==> src/rtl/fft16_radix4_top.sv <==
// Purpose : 16-point complex FFT demo core, two radix-4 stages, fixed point,
//           fed from an internal ROM (x[n] = n, imag = 0) by caller-driven address.
// Latency : all 16 bins appear 2 clocks after the clock that captures address 15.
// Backpressure: none. One capture per clock; outputs hold until the next frame lands.
//
// Ports:
//   clk                  clock, all state on rising edge
//   reset                synchronous active-high reset. Clears buffer, pipeline and outputs.
//   address[3:0]         ROM/buffer index captured this cycle
//   out_re0..out_re15    Re X[K], natural order, DW bits, two's complement
//   out_im0..out_im15    Im X[K], natural order, DW bits, two's complement
//
// Build option: define FFT_STAGE_SCALE_EN to arithmetic-shift each stage result
// right by 2, which gives a total scale of 1/16 and cannot overflow.
// The default build has no scaling and produces raw DFT sums that wrap to DW bits.

module fft16_radix4_top #(
  parameter int DW = 16,  // sample/output width
  parameter int IW = 20,  // internal stage width (DW + 4 guard bits)
  parameter int TW = 16   // twiddle width, Q1.14
) (
  input  logic          clk,
  input  logic          reset,
  input  logic [3:0]    address,
  output logic [DW-1:0] out_re0,
  output logic [DW-1:0] out_re1,
  output logic [DW-1:0] out_re2,
  output logic [DW-1:0] out_re3,
  output logic [DW-1:0] out_re4,
  output logic [DW-1:0] out_re5,
  output logic [DW-1:0] out_re6,
  output logic [DW-1:0] out_re7,
  output logic [DW-1:0] out_re8,
  output logic [DW-1:0] out_re9,
  output logic [DW-1:0] out_re10,
  output logic [DW-1:0] out_re11,
  output logic [DW-1:0] out_re12,
  output logic [DW-1:0] out_re13,
  output logic [DW-1:0] out_re14,
  output logic [DW-1:0] out_re15,
  output logic [DW-1:0] out_im0,
  output logic [DW-1:0] out_im1,
  output logic [DW-1:0] out_im2,
  output logic [DW-1:0] out_im3,
  output logic [DW-1:0] out_im4,
  output logic [DW-1:0] out_im5,
  output logic [DW-1:0] out_im6,
  output logic [DW-1:0] out_im7,
  output logic [DW-1:0] out_im8,
  output logic [DW-1:0] out_im9,
  output logic [DW-1:0] out_im10,
  output logic [DW-1:0] out_im11,
  output logic [DW-1:0] out_im12,
  output logic [DW-1:0] out_im13,
  output logic [DW-1:0] out_im14,
  output logic [DW-1:0] out_im15
);

  // Product width: full IW x TW signed product plus one bit for the sum of two products.
  localparam int PW = IW + TW + 1;

  typedef struct packed {
    logic signed [IW-1:0] re;
    logic signed [IW-1:0] im;
  } cplx_t;

  // Sample ROM: entry n holds the real value n.
  function automatic logic signed [DW-1:0] rom_sample(input logic [3:0] a);
    return DW'({1'b0, a});
  endfunction

  // Radix-4 butterfly, output p of (a, b, c, d):
  //   p=0: a +  b + c +  d
  //   p=1: a - jb - c + jd
  //   p=2: a -  b + c -  d
  //   p=3: a + jb - c - jd
  // -j*(x+jy) = y - jx, j*(x+jy) = -y + jx.
  function automatic cplx_t bfly(input cplx_t a, input cplx_t b, input cplx_t c,
                                 input cplx_t d, input logic [1:0] p);
    cplx_t r;
    case (p)
      2'd0: begin
        r.re = a.re + b.re + c.re + d.re;
        r.im = a.im + b.im + c.im + d.im;
      end
      2'd1: begin
        r.re = a.re + b.im - c.re - d.im;
        r.im = a.im - b.re - c.im + d.re;
      end
      2'd2: begin
        r.re = a.re - b.re + c.re - d.re;
        r.im = a.im - b.im + c.im - d.im;
      end
      default: begin
        r.re = a.re - b.im - c.re + d.im;
        r.im = a.im + b.re - c.im - d.re;
      end
    endcase
    return r;
  endfunction

  // Multiply by W16^k = cos(2*pi*k/16) - j*sin(2*pi*k/16).
  // Quarter-turn twiddles (k = 0, 4, 8, 12) are exact sign/swap operations.
  // The remaining twiddles use Q1.14 constants, and each product sum is rounded half-up.
  function automatic cplx_t twiddle_mul(input cplx_t z, input logic [3:0] k);
    logic signed [TW-1:0] wc;
    logic signed [TW-1:0] ws;
    logic signed [PW-1:0] pr;
    logic signed [PW-1:0] pi;
    cplx_t r;
    wc = '0;
    ws = '0;
    case (k)
      4'd1:    begin wc = TW'(15137);  ws = TW'(6270);   end
      4'd2:    begin wc = TW'(11585);  ws = TW'(11585);  end
      4'd3:    begin wc = TW'(6270);   ws = TW'(15137);  end
      4'd5:    begin wc = TW'(-6270);  ws = TW'(15137);  end
      4'd6:    begin wc = TW'(-11585); ws = TW'(11585);  end
      4'd7:    begin wc = TW'(-15137); ws = TW'(6270);   end
      4'd9:    begin wc = TW'(-15137); ws = TW'(-6270);  end
      4'd10:   begin wc = TW'(-11585); ws = TW'(-11585); end
      4'd11:   begin wc = TW'(-6270);  ws = TW'(-15137); end
      4'd13:   begin wc = TW'(6270);   ws = TW'(-15137); end
      4'd14:   begin wc = TW'(11585);  ws = TW'(-11585); end
      4'd15:   begin wc = TW'(15137);  ws = TW'(-6270);  end
      default: begin wc = '0;          ws = '0;          end
    endcase
    // (zr + j zi)(c - j s) = (zr*c + zi*s) + j(zi*c - zr*s)
    pr = PW'($signed(z.re)) * PW'(wc) + PW'($signed(z.im)) * PW'(ws);
    pi = PW'($signed(z.im)) * PW'(wc) - PW'($signed(z.re)) * PW'(ws);
    case (k)
      4'd0:  r = z;
      4'd4:  begin r.re = z.im;  r.im = -z.re; end  // -j
      4'd8:  begin r.re = -z.re; r.im = -z.im; end  // -1
      4'd12: begin r.re = -z.im; r.im = z.re;  end  // +j
      default: begin
        r.re = IW'((pr + PW'(8192)) >>> 14);
        r.im = IW'((pi + PW'(8192)) >>> 14);
      end
    endcase
    return r;
  endfunction

  // Optional per-stage normalisation.
  function automatic cplx_t stage_scale(input cplx_t z);
`ifdef FFT_STAGE_SCALE_EN
    cplx_t r;
    r.re = $signed(z.re) >>> 2;
    r.im = $signed(z.im) >>> 2;
    return r;
`else
    return z;
`endif
  endfunction

  logic signed [DW-1:0] frame_buf [16];
  logic                 frame_done;   // address 15 was captured last clock
  logic                 s1_vld;       // stage-1 regs hold a fresh frame
  cplx_t                x_in      [16];
  cplx_t                s1_nxt    [16];
  cplx_t                s1_q      [16];  // index 4*n + m
  cplx_t                s2_nxt    [16];  // natural-order bins
  logic    [DW-1:0]     out_re_q  [16];
  logic    [DW-1:0]     out_im_q  [16];

  // Buffer entries extended to the internal width. The imaginary part is always 0.
  always_comb begin
    for (int i = 0; i < 16; i++) begin
      x_in[i].re = IW'(frame_buf[i]);
      x_in[i].im = '0;
    end
  end

  // Stage 1: butterfly n works on (n, n+4, n+8, n+12). Output m is rotated by W16^(n*m).
  always_comb begin
    for (int n = 0; n < 4; n++) begin
      for (int m = 0; m < 4; m++) begin
        s1_nxt[4*n+m] = stage_scale(twiddle_mul(
            bfly(x_in[n], x_in[n+4], x_in[n+8], x_in[n+12], 2'(m)), 4'(n*m)));
      end
    end
  end

  // Stage 2: group m gathers the m-th output of every stage-1 butterfly.
  // Its butterfly output p is bin m + 4p, and writing to that index performs the digit reversal.
  always_comb begin
    for (int m = 0; m < 4; m++) begin
      for (int p = 0; p < 4; p++) begin
        s2_nxt[m+4*p] = stage_scale(bfly(s1_q[m], s1_q[4+m], s1_q[8+m], s1_q[12+m], 2'(p)));
      end
    end
  end

  always_ff @(posedge clk) begin
    if (reset) begin
      frame_done <= 1'b0;
      s1_vld     <= 1'b0;
      for (int i = 0; i < 16; i++) begin
        frame_buf[i] <= '0;
        s1_q[i]      <= '0;
        out_re_q[i]  <= '0;
        out_im_q[i]  <= '0;
      end
    end else begin
      frame_buf[address] <= rom_sample(address);
      frame_done         <= (address == 4'd15);
      s1_vld             <= frame_done;
      // Stage 1 reads the buffer, including the sample captured on the frame_done edge.
      // A capture made on this same edge does not reach stage 1 until the next frame.
      if (frame_done) begin
        for (int i = 0; i < 16; i++) s1_q[i] <= s1_nxt[i];
      end
      // Final truncation to DW bits wraps on overflow.
      if (s1_vld) begin
        for (int i = 0; i < 16; i++) begin
          out_re_q[i] <= DW'(s2_nxt[i].re);
          out_im_q[i] <= DW'(s2_nxt[i].im);
        end
      end
    end
  end

  assign out_re0  = out_re_q[0];
  assign out_re1  = out_re_q[1];
  assign out_re2  = out_re_q[2];
  assign out_re3  = out_re_q[3];
  assign out_re4  = out_re_q[4];
  assign out_re5  = out_re_q[5];
  assign out_re6  = out_re_q[6];
  assign out_re7  = out_re_q[7];
  assign out_re8  = out_re_q[8];
  assign out_re9  = out_re_q[9];
  assign out_re10 = out_re_q[10];
  assign out_re11 = out_re_q[11];
  assign out_re12 = out_re_q[12];
  assign out_re13 = out_re_q[13];
  assign out_re14 = out_re_q[14];
  assign out_re15 = out_re_q[15];
  assign out_im0  = out_im_q[0];
  assign out_im1  = out_im_q[1];
  assign out_im2  = out_im_q[2];
  assign out_im3  = out_im_q[3];
  assign out_im4  = out_im_q[4];
  assign out_im5  = out_im_q[5];
  assign out_im6  = out_im_q[6];
  assign out_im7  = out_im_q[7];
  assign out_im8  = out_im_q[8];
  assign out_im9  = out_im_q[9];
  assign out_im10 = out_im_q[10];
  assign out_im11 = out_im_q[11];
  assign out_im12 = out_im_q[12];
  assign out_im13 = out_im_q[13];
  assign out_im14 = out_im_q[14];
  assign out_im15 = out_im_q[15];

endmodule

==> config.mk <==
export PLATFORM = sky130hd
export DESIGN_NAME = fft16_radix4_top
export DESIGN_NICKNAME = d
export VERILOG_FILES = /design/src/rtl/fft16_radix4_top.sv
export SDC_FILE = /design/constraint.sdc
export NUM_CORES = 2
export LEC_CHECK = 0
export CORE_ASPECT_RATIO = 2
export CORE_MARGIN = 2
export CORE_UTILIZATION = 49
export DETAILED_ROUTE_END_ITERATION = 8
export PLACE_DENSITY = 0.66
export SKIP_LAST_GASP = 1
export SLEW_MARGIN = 20
export SYNTH_ARGS = -nofsm -noshare
export SYNTH_HDL_FRONTEND = slang
export SYNTH_SLANG_ARGS = --single-unit
==> constraint.sdc <==
create_clock -name clk -period 41.1 [get_ports clk]
set_clock_uncertainty 0.05 [all_clocks]
set_input_delay 4.11 -clock clk [delete_from_list [all_inputs] [get_ports clk]]
set_output_delay 4.11 -clock clk [all_outputs]
set_load 0.005 [all_outputs]
---- Yosys cells after proc, flatten, opt, wreduce, memory -nomap -nowiden ----
Memories as Yosys holds them, arrays and structs flattened.
Index checks and enable logic that the tools add are counted.
word-level totals
  bits in registers ....................... 2
  bits in writable memories ............... 1216
  bits of input ports ..................... 6
  output and inout bits ................... 512
  logic and storage cells ................. 305
  memories kept ........................... 4
cells by class
  add/sub/neg operators ................... 167
  $mul .................................... 22
  equal/unequal tests ..................... 1
  mux-type cells .......................... 60
  bitwise gates (word level) .............. 48
  reduce and logical (&&, ||, !) cells .... 1
memory list
  memory     words  bits a word  read ports  clocked after Yosys merged registers in  wr ports  line  text
  s1_q       16     40           16          0                                        16        161   cplx_t s1_q [16];
  out_im_q   16     16           16          0                                        16        164   logic [DW-1:0] out_im_q [16];
  out_re_q   16     16           16          0                                        16        163   logic [DW-1:0] out_re_q [16];
  frame_buf  16     4            16          0                                        16        156   logic signed [DW-1:0] frame_buf [16];
operator list
  cell                                                                   number
  16-bit adder                                                           48
  16-bit subtractor                                                      48
  40-bit two-way mux                                                     16
  16-bit two-way mux                                                     32
  34-bit by 15-bit adder with 34-bit output, second input constant       10
  17-bit by 15-bit multiplier with 32-bit output, second input constant  9
  17-bit by 16-bit adder with 18-bit output                              12
  33-bit by 15-bit adder with 34-bit output, second input constant       6
  16-bit by 16-bit subtractor with 17-bit output                         12
  17-bit by 13-bit multiplier with 30-bit output, second input constant  5
  19-bit by 15-bit multiplier with 34-bit output, second input constant  3
  18-bit by 15-bit multiplier with 33-bit output, second input constant  3
  18-bit by 16-bit adder with 19-bit output                              4
  18-bit by 16-bit subtractor with 19-bit output                         4
  16-bit by 16-bit adder with 17-bit output                              4
  1-bit by 16-bit subtractor with 17-bit output, first input constant    4
  1-bit by 34-bit subtractor with 34-bit output, first input constant    2
  32-bit by 32-bit adder with 33-bit output                              2
  32-bit by 32-bit subtractor with 33-bit output                         2
  18-bit by 13-bit multiplier with 31-bit output, second input constant  2
  1-bit bitwise OR                                                       48
  31-bit by 33-bit adder with 34-bit output                              1
  32-bit by 33-bit adder with 34-bit output                              1
  33-bit by 31-bit subtractor with 34-bit output                         1
  10 further kinds                                                       20

---- Longest topological paths before layout ----
An unclocked memory read counts as a cell.
  depth in word-level cells ............... 8
  mapped depth ............................ 50
  gate-level depth less buffers ........... 50

---- Worst setup path before layout ----
Ideal clock, no wire load.
  path type ............................... reg-to-reg
  from .................................... memory frame_buf[3][0] (netlist name)
  to ...................................... memory s1_q[7][55] (netlist name), data pin
  setup time .............................. 266 ps
  arrival time ............................ 14297 ps
  required time ........................... 40784 ps
  slack ................................... 26487 ps
  cell stages (with the launch flop) ...... 49
  path buffers ............................ 3
  period minus slack after synthesis ...... 14613 ps
  cells stage by stage .................... edfxtp_1 -> inv_1 -> ha_1 -> inv_1 -> fa_1 -> a21oi_1 -> nor2b_1 -> nor2_1 -> clkbuf_1 -> buf_1 -> ha_1 -> clkbuf_1 -> xnor2_1 -> fa_1 -> inv_1 -> fa_1 -> inv_1 -> fa_1 -> (+13 left out) -> fa_1 -> inv_1 -> fa_1 -> inv_1 -> fa_1 -> inv_1 -> ha_1 -> a21o_1 -> a21o_1 -> a21oi_1 -> nor2b_1 -> a211o_1 -> a41o_1 -> o41ai_1 -> o21ba_2 -> xnor2_1 -> xnor3_1 -> nor2_1
RTL lines
  element          line
  start, declared  156
  end, declared    161

==> metrics.md <==
| Metric | Value |
|---|---|
| Max-Cap Viols | `0` |
| Worst-path clk slew | `80 ps` |
| Setup TNS | `0 ps` |
| Final ANT Viol Nets | `0` |
| Post-CTS setup buffers | `0` |
| Die width | `399 um` |
| Crit path top cell by count | `fa_1` |
| Initial DRC count | `6159` |
| CTS sink cnt | `841` |
| Fin. Hold Viols | `0` |
| Via count | `108532` |
| Avg Inst Size Synth | `10.2 um^2` |
| Die area | `316000 um^2` |
| Sequential cell area | `25200 um^2` |
| R2R Setup Slk | `27490 ps` |
| Status | `finished, final reports clean` |
| Post-synthesis sequential area ratio | `16.5%` |
| Global placement routability congestion | `1.04` |
| Root Buffer | `clkbuf_16` |
| Worst Setup Start Kind | `flip-flop` |
| Crit path time final | `13610 ps` |
| Crit path capture type | `flip-flop` |
| Clock Latency Late Sink | `760 ps` |
| Vias in the first global route | `117783` |
| Area Overhead vs Synth | `9.08%` |
| Core box area | `310000 um^2` |
| RSZ-0062 raised after global routing | `false` |
| Via density | `5.50` |
| WL final | `520000 um` |
| Initial DRT Pass Iterations | `8` |
| Worst-margin pin slew | `1250 ps` |
| CP Max Fanout | `17` |
| Yosys warnings | `0` |
| Main synth FF type | `edfxtp_1` |
| CP Class | `reg2reg` |
| Filler instances | `28130` |
| Slew HR | `15.9%` |
| Worst setup path start | `frame_buf[15][0]` |
| CTS tree | `built` |
| Hold_buf cts | `0` |
| FF-to-FF path depth | `41` |
| Drt drc | `0` |
| IO Pins | `518` |
| DP HPWL | `456000 um` |
| Initial antenna violation count | `51` |
| Die H | `793 um` |
| Num rows | `289` |
| Cts repair resizes | `0` |
| Initial core utilization | `49.3%` |
| R2r startpoint | `frame_buf[15][0]` |
| Area occupied by multi-input gates | `114000 um^2` |
| GR Util All Layers | `33.2%` |
| Final setup vio count | `0` |
| Synth Instances | `14940` |
| Max-slew violation count | `0` |
| Library cells used by synthesis | `100` |
| Async SR Flop Fraction | `0%` |
| Critical path destination | `s1_q[6][55]` |
| Crit share post-route | `33.1%` |
| Crit path arrival time | `14060 ps` |
| Largest net degree at the start of global routing | `115` |
| Reg-to-reg endpoint | `s1_q[6][55]` |
| CTS max path bufs | `3` |
| Total gr overflow | `0` |
| Dpl cells | `19548` |
| Critical path required time | `41550 ps` |
| Share of post-route cells with drive strength above 1 | `3.13%` |
| Yosys reg bits | `841` |
| H-tree depth | `3` |
| Count of input and output buffers | `477` |
| Global-route wire length before repair | `752000 um` |
| Post-route insts no fill | `19729` |
| Drt wl/cell | `26.4 um` |
| Worst min-delay path class | `reg2reg` |
| Nets | `20558` |
| Crit-path slowest cell | `fa_1` |
| F_max | `73.5 MHz` |
| Most common cell after layout, fill and taps aside | `inv_1` |
| Critical path's largest stage delay | `920 ps` |
| Post-synth EDFFs | `839` |
| Commonest non-fill, non-tap cells in the layout | `inv_1, ha_1, fa_1, nor2_1, edfxtp_1` |
| Total CTS buffers | `86` |
| Cell Area, Synth | `153000 um^2` |
sequential cells by signal, indices dropped and copies added (netlist names):
| register | cells |
|---|---|
| s1_q | 318 |
| out_re_q | 239 |
| out_im_q | 218 |
| frame_buf | 64 |
| frame_done | 1 |
| s1_vld | 1 |
through the flow:
stage                     hold slack (ps)  utilization (%)  instance area [um^2]  worst slack, ps
after floorplan                       521                -                153000            26490
after global placement                655             52.7                163000            27660
after detailed placement              660             52.7                163000            27590
after CTS                             686             53.7                166000            27560
after global routing                  720             53.7                167000            26900
final                                 683             53.7                167000            27490
how the worst min path moves through the flow:
stage	from	end	slack, ps	cells past startpoint
global placement	s1_q[0][20]	out_re_q[0][0]	660	2
global route	s1_q[0][20]	out_re_q[0][0]	720	2
floorplan	s1_vld	out_re_q[0][73]	520	1
CTS	s1_q[0][20]	out_re_q[0][0]	690	2
finish	s1_q[0][20]	out_re_q[0][0]	680	2
detailed placement	s1_q[0][20]	out_re_q[0][0]	660	2
layout make-up:
| class | instances | share of cell area [%] |
|---|---|---|
| clock buffer | 94 | 1.34 |
| sequential | 841 | 15.2 |
| inverter | 3358 | 7.57 |
| clock inverter | 66 | 0.452 |
| tap | 4074 | 3.06 |
| multi-input combinational | 10616 | 68.7 |
| timing repair buffer | 659 | 3.72 |
| antenna | 21 | 0.0316 |
Yosys cell counts, drive strengths merged, types with 22 or more instances:
| master | count | share of area (%) |
|---|---|---|
| nand2 | 412 | 1.0 |
| o21a | 82 | 0.40 |
| nor3 | 349 | 1.2 |
| a21oi | 579 | 1.9 |
| nor2 | 891 | 2.2 |
| nor2b | 172 | 0.70 |
| or3 | 52 | 0.21 |
| o31ai | 27 | 0.13 |
| ha | 2697 | 22 |
| nand3 | 105 | 0.34 |
| a31oi | 46 | 0.19 |
| nor4 | 25 | 0.11 |
| nand3b | 25 | 0.12 |
| xor2 | 290 | 1.7 |
| xnor2 | 737 | 4.2 |
| clkbuf | 133 | 0.33 |
| inv | 3355 | 8.2 |
| o21ai | 441 | 1.4 |
| nand2b | 104 | 0.43 |
| o41ai | 23 | 0.15 |
| a41oi | 22 | 0.13 |
| fa | 2293 | 30 |
| buf | 72 | 0.31 |
| nand4 | 50 | 0.20 |
| o21bai | 63 | 0.31 |
| or2 | 64 | 0.26 |
| o211ai | 54 | 0.27 |
| nor3b | 36 | 0.18 |
| and2 | 108 | 0.44 |
| and3 | 82 | 0.34 |
| a21o | 272 | 1.3 |
| a21boi | 106 | 0.52 |
| a211oi | 63 | 0.33 |
| edfxtp | 839 | 17 |
routing by layer:
layer  global-route usage (%)  routed length [um]  vias up
met4                     30.3               59700       24
met2                     58.8              259000     3175
li1                         -                   -    49242
met1                     33.7              174000    54619
met5                        0                 214        -
met3                     4.58               26600     1472
kinds of logic after synthesis:
group           after synthesis  share of synthesized area, %
fa+ha+maj                  4991                          52.2
mux                          29                         0.199
compound gates             1965                          8.28
xor+xnor                   1032                          5.97
other cells                   2                       0.00492
simple gates               2517                          7.96
buf+inv                    3563                          8.90
flops                       841                          16.5
critical path, delay by kind of cell, from the launching register on:
kind / cells / cell delay, ps
multiplexers: 1 / 370
AND/OR/NAND/NOR: 8 / 2320
XOR/XNOR: 1 / 210
AO/OA/AOI/OAI: 11 / 3010
flip-flops: 1 / 400
adder cells (fa/ha/maj): 13 / 5970
buffers and inverters: 7 / 1030
Power is left out: the tool's default activity adds up to more than one toggle a clock period on the data nets, which glitch-free logic cannot reach.
